$ cat config.mk
export PLATFORM = sky130hd
export DESIGN_NAME = regfile_mp
export DESIGN_NICKNAME = d
export VERILOG_FILES = /design/src/rtl/regfile_pkg.sv /design/src/rtl/regfile_clr_seq.sv /design/src/rtl/regfile_mp.sv
export SDC_FILE = /design/constraint.sdc
export NUM_CORES = 2
export LEC_CHECK = 0
export CAP_MARGIN = 10
export CORE_MARGIN = 8
export CORE_UTILIZATION = 40
export DETAILED_ROUTE_END_ITERATION = 8
export SYNTH_ARGS = -nofsm -noshare
export SYNTH_HDL_FRONTEND = slang
export SYNTH_SLANG_ARGS = --single-unit
export TNS_END_PERCENT = 1
$ cat constraint.sdc
create_clock -name clk -period 38.4 [get_ports clk]
set_input_delay 3.84 -clock clk [delete_from_list [all_inputs] [get_ports clk]]
set_output_delay 3.84 -clock clk [all_outputs]
set_load 0.005 [all_outputs]
$ cat src/rtl/regfile_pkg.sv
// Shared definitions for the multi-port register file: default sizes,
// the clear-sequencer state encoding and packed-port lane slicing.
package regfile_pkg;

   localparam int RF_DATA_W = 32;
   localparam int RF_DEPTH  = 32;

   typedef enum logic {
      RF_IDLE  = 1'b0,
      RF_SWEEP = 1'b1
   } rf_state_t;

   // LSB of lane 'lane' inside a packed vector of 'width'-bit lanes.
   function automatic int lane_lsb(input int lane, input int width);
      return lane * width;
   endfunction

endpackage

$ cat src/rtl/regfile_clr_seq.sv
// Self-timed clear sequencer: walks a pointer over every entry once per
// clr_req, reports busy, and flags writes that arrive during the sweep.
module regfile_clr_seq
   import regfile_pkg::*;
#(
   parameter int DEPTH  = RF_DEPTH,
   parameter int ADDR_W = $clog2(DEPTH)
) (
   input  logic              clk,
   input  logic              rst,
   input  logic              clr_req,
   input  logic              we,
   output logic              busy,
   output logic              wr_drop,
   output logic              clr_we,
   output logic [ADDR_W-1:0] clr_addr
);

   localparam logic [ADDR_W-1:0] PTR_LAST = ADDR_W'(DEPTH - 1);

   rf_state_t         state;
   logic [ADDR_W-1:0] ptr;

   // NOTE: sequential state uses non-blocking assignments so every register
   // samples pre-edge values, independent of statement order.
   always_ff @(posedge clk or posedge rst) begin
      if (rst) begin
         state   <= RF_IDLE;
         ptr     <= '0;
         busy    <= 1'b0;
         wr_drop <= 1'b0;
      end else begin
         wr_drop <= we && busy;
         case (state)
            RF_IDLE: begin
               if (clr_req) begin
                  state <= RF_SWEEP;
                  ptr   <= '0;
                  busy  <= 1'b1;
               end
            end
            RF_SWEEP: begin
               // End on an explicit compare so non-wrapping depths stay correct.
               if (ptr == PTR_LAST) begin
                  state <= RF_IDLE;
                  ptr   <= '0;
                  busy  <= 1'b0;
               end else begin
                  ptr <= ptr + 1'b1;
               end
            end
            default: begin
               state <= RF_IDLE;
               ptr   <= '0;
               busy  <= 1'b0;
            end
         endcase
      end
   end

   assign clr_we   = (state == RF_SWEEP);
   assign clr_addr = ptr;

endmodule

$ cat src/rtl/regfile_mp.sv
// Parametrised multi-read-port register file with registered reads, optional
// hardwired-zero entry and clear sweep. Define REGFILE_BYPASS_EN to forward
// same-edge writes to matching read lanes.
module regfile_mp
   import regfile_pkg::*;
#(
   parameter int DATA_W   = RF_DATA_W,
   parameter int DEPTH    = RF_DEPTH,
   parameter int ADDR_W   = $clog2(DEPTH),
   parameter int NR       = 2,
   parameter int ZERO_REG = 1
) (
   input  logic                 clk,
   input  logic                 rst,
   input  logic [NR*ADDR_W-1:0] rs,
   input  logic [ADDR_W-1:0]    rd,
   input  logic                 we,
   input  logic [DATA_W-1:0]    indata,
   output logic [NR*DATA_W-1:0] rv,
   input  logic                 clr_req,
   output logic                 busy,
   output logic                 wr_drop
);

   logic [DATA_W-1:0] mem [DEPTH];
   logic              clr_we;
   logic [ADDR_W-1:0] clr_addr;
   logic              rd_is_zero;
   logic              wr_ok;

   regfile_clr_seq #(
      .DEPTH  (DEPTH),
      .ADDR_W (ADDR_W)
   ) u_clr_seq (
      .clk      (clk),
      .rst      (rst),
      .clr_req  (clr_req),
      .we       (we),
      .busy     (busy),
      .wr_drop  (wr_drop),
      .clr_we   (clr_we),
      .clr_addr (clr_addr)
   );

   assign rd_is_zero = (ZERO_REG != 0) && (rd == '0);
   assign wr_ok      = we && !busy && !rd_is_zero;

   // NOTE: the array is built from flops with async reset because a reset
   // must zero every entry; a RAM macro could not honour that.
   always_ff @(posedge clk or posedge rst) begin
      if (rst) begin
         for (int i = 0; i < DEPTH; i++) mem[i] <= '0;
      end else if (clr_we) begin
         mem[clr_addr] <= '0;
      end else if (wr_ok) begin
         mem[rd] <= indata;
      end
   end

   for (genvar i = 0; i < NR; i++) begin : g_lane
      logic [ADDR_W-1:0] addr;
      logic [DATA_W-1:0] lane_q;

      assign addr = rs[lane_lsb(i, ADDR_W) +: ADDR_W];

      // Clear and zero-entry rules win over forwarding.
      always_ff @(posedge clk or posedge rst) begin
         if (rst) begin
            lane_q <= '0;
         end else if (busy) begin
            lane_q <= '0;
         end else if ((ZERO_REG != 0) && (addr == '0)) begin
            lane_q <= '0;
`ifdef REGFILE_BYPASS_EN
         end else if (wr_ok && (rd == addr)) begin
            lane_q <= indata;
`endif
         end else begin
            lane_q <= mem[addr];
         end
      end

      assign rv[lane_lsb(i, DATA_W) +: DATA_W] = lane_q;
   end

endmodule
==> results.tsv <==
stage	metric	value	unit
outcome	status	finished clean	
floorplan	die_area	0.144	sq mm
layout	fillCellCount	11800	
layout	drive_above_1_share	15.1	%
clocking	cts.repair_timing.setup_buffer_count	0	
logic_synthesis	synth.top_cells.by_area	dfrtp_1 (50%), a22o_1 (16%), mux2i_1 (11%), mux4_2 (8.2%), clkbuf_1 (3.1%)	
clocking	cts_tree	done	
floorplan	rows	133	
clocking	cts_hold_buffers	0	
global_routing	met1_usage	37.9	%
logic_synthesis	synth_seq_cells	1064	
layout	multi_input_area	0.0249	sq mm
critical_path	crit_chain	clkdlybuf4s50_1 > inv_8 > buf_4 > buf_4 > buf_4 > buf_4 > buf_4	
floorplan	initial_utilization	40.3	%
critical_path	crit_type	input port to async pin	
route	routed_wl	214000	um
layout	regArea	0.0266	sq mm
logic_synthesis	synth_top_area_cell	dfrtp_1	
clocking	cts_root_buffer	clkbuf_16	
route	ant_nets	0	
logic_synthesis	yosysWarnings	0	
timing	grt_setup_unrepaired	no	
logic_synthesis	synth_nets	4270	
global_routing	grt_pass1_vias	41900	
power	leakagePower	27.0	nW
logic_synthesis	synthArstFlopShare	100	%
global_routing	grt_first_pass_wirelength	308000	um
timing	finalCritPeriodShare	21.6	%
timing	fmax	0.121	GHz
global_routing	grt.busiest_layer	met2	
critical_path	path_buf_inv	7	
clocking	post_cts_resized	0	
timing	slew_viol_final	0	
route	drc_errors	0	
critical_path	startpoint_type	input port	
layout	syn_to_final_growth	13.4	%
clocking	cts-buffers-inserted	112	
global_routing	grt_max_degree	160	
clocking	clk_latency	0.73	ns
placed_design	portBuffers	116	
logic_synthesis	ys_seq_area_share	50.2	%
logic_synthesis	synth_cells	4214	
placed_design	gp_congestion	0.830	
critical_path	required	39.20	ns
logic_synthesis	synth_cell_type_count	41	
clocking	h-tree-depth	3	
global_routing	met3_usage	9.14	%
timing	relSlewSlack	15.9	%
route	viasPerCell	7.09	
floorplan	fp.dieW	380	um
critical_path	critPathMaxFanout	103	
logic_synthesis	synth_top_area_share	50.2	%
timing	tightestPinTransition	1.26	ns
global_routing	antenna_found_initial	11	
clocking	clk_pin_slew	0.06	ns
placed_design	placed_cell_area	0.0562	sq mm
critical_path	cp.arrival	9.09	ns
global_routing	grt_util_met2	41.5	%
clocking	clock-sinks	1064	
route	wl_per_cell	36.2	um
timing	final.min_clock_period	8.29	ns
global_routing	grt_usage	28.6	%
logic_synthesis	synth_edf_count	0	
floorplan	die_h	380	um
critical_path	critPathCaptureType	async pin	
job	max_cap_viol_count	0	
timing	fin_worst_skew	0.0367	ns
timing	fin_setup_tns	0	ns
route	first_pass_iters	6	
layout	layout.nets	4129	
critical_path	slowest_delay	0.86	ns
power	power_density	46.7	mW/mm^2
placed_design	hpwl	115000	um
power	irDropWorstVdd	38.7	uV
critical_path	cp_slowest_cell	buf_4	
logic_synthesis	avgSynthCellArea	12.6	sq um
layout	stdcell_area	0.0601	sq mm
route	via_count	42000	
global_routing	overflow	0	
critical_path	crit_path_frequent_cell	buf_4	
floorplan	ios	117	
hold_path	holdCritPathClass	register to register	
floorplan	coreArea	0.131	sq mm
route	drt-initial-drc-count	5107	
critical_path	crit_family	buffers and inverters	
timing	hold_viol_final	0	
clocking	max-clock-path-buffers	3	
timing	finalSetupViolCount	0	
logic_synthesis	ys.flop_type	dfrtp_1	
logic_synthesis	synthesis.area	0.0530	sq mm
[cells in the final DEF, fill, tap and decap left out, types with 7 or more instances in the layout]
cell	n
a21oi_4	29
a221oi_1	64
a22o_1	992
a22oi_1	192
buf_4	152
bufinv_16	12
clkbuf_1	24
clkbuf_16	113
clkbuf_8	28
clkdlybuf4s50_1	112
clkinv_2	18
dfrtp_1	1064
inv_1	7
mux2i_1	576
mux4_2	192
nand2_1	133
nand3b_1	8
nand4_1	64
nor2b_4	8
nor3_4	18
nor4_4	7
o21ai_0	66
o22ai_1	194
or3b_2	7
[worst paths after layout]
check                           cells past startpoint                       start                        endpoint  slack [ns]
worst min register to register                      1         mem[76]$_DFFE_PP0P_             mem[76]$_DFFE_PP0P_        0.51
min in group asynchronous                           2                         rst            mem[737]$_DFFE_PP0P_        3.70
worst max register to register                      7  u_clr_seq.busy$_DFFE_PP0P_            mem[193]$_DFFE_PP0P_       34.73
worst max-delay path                                7                         rst            mem[335]$_DFFE_PP0P_       30.11
worst min-delay path                                1         mem[76]$_DFFE_PP0P_             mem[76]$_DFFE_PP0P_        0.51
max in group clk                                    8                       rs[1]  g_lane[0].lane_q[18]$_DFF_PP0_       31.28
[cell type report]
class	instances	share of cell area, %
multi-input combinational	2614	41.5
inverter	8	0.0625
tap	1755	3.65
antenna	4	0.0167
timing repair buffer	273	4.04
clock inverter	42	0.937
sequential	1064	44.3
clock buffer	165	5.50
[stage by stage]
stage               utilization [%]  total power, mW  hold WS [ns]  cells  setup slack, ns
floorplan                         -             1.46         0.477   4214             4.61
global placement               42.7             1.65         0.494   5712            29.13
detailed placement             42.7             1.66         0.496   5712            29.06
CTS                            45.7             2.80         0.517   5919            29.81
global route                   45.7             2.87         0.529   5921            29.37
finish                         45.7             2.80         0.514   5925            30.11
[sequential cells by signal, summed over array words and instances, names as in the netlist]
register and flops:
u_clr_seq.clr_addr 5, u_clr_seq.clr_we 1, u_clr_seq.busy 1, g_lane.lane_q 64, mem 992, u_clr_seq.wr_drop 1
[per-layer routing]
layer,up-vias,part of all wire (%)
met5,-,0.047
met4,16,6.1
met3,687,12
met2,2932,43
met1,21900,39
li1,16500,-
[cell families (layout without fill, tap and decap cells)]
group / count (synthesis) / after routing / synth area share (%)
buf+inv: 536 / 488 / 3.95
other cells: 0 / 4 / 0
fa+ha+maj: 5 / 5 / 0.118
mux: 768 / 768 / 19.0
simple gates: 297 / 297 / 3.21
flops: 1064 / 1064 / 50.2
compound gates: 1542 / 1542 / 23.4
xor+xnor: 2 / 2 / 0.0331
[worst reg2reg max path, stage by stage (launching register included)]
cell	delay (ns)
dfrtp_1	0.82
or3b_1	0.23
buf_4	0.39
nor3_4	0.09
buf_4	0.37
a21oi_4	0.93
buf_4	0.55
a22o_1	0.21
[Yosys cell counts (all sizes together), types with 4 or more instances]
cell	instances
nor4	7
nand2b	6
inv	8
nand4	64
nand3b	8
or2	4
mux4	192
nor2b	12
nor3	25
clkbuf	436
a221oi	64
a22o	992
ha	5
and2	7
o21ai	66
mux2i	576
or3b	8
nand2	133
nor2	6
and3	5
o22ai	194
buf	92
a21oi	29
dfrtp	1064
a22oi	192
[report_power, final]
group	leakage [nW]	internal [mW]	switching [mW]	total [mW]
sequential	14.8	1.17	0.0489	1.22
clock	1.89	0.675	0.478	1.15
combinational	10.2	0.132	0.298	0.430
total	27.0	1.98	0.825	2.80
(Power assumes the default switching activity.)
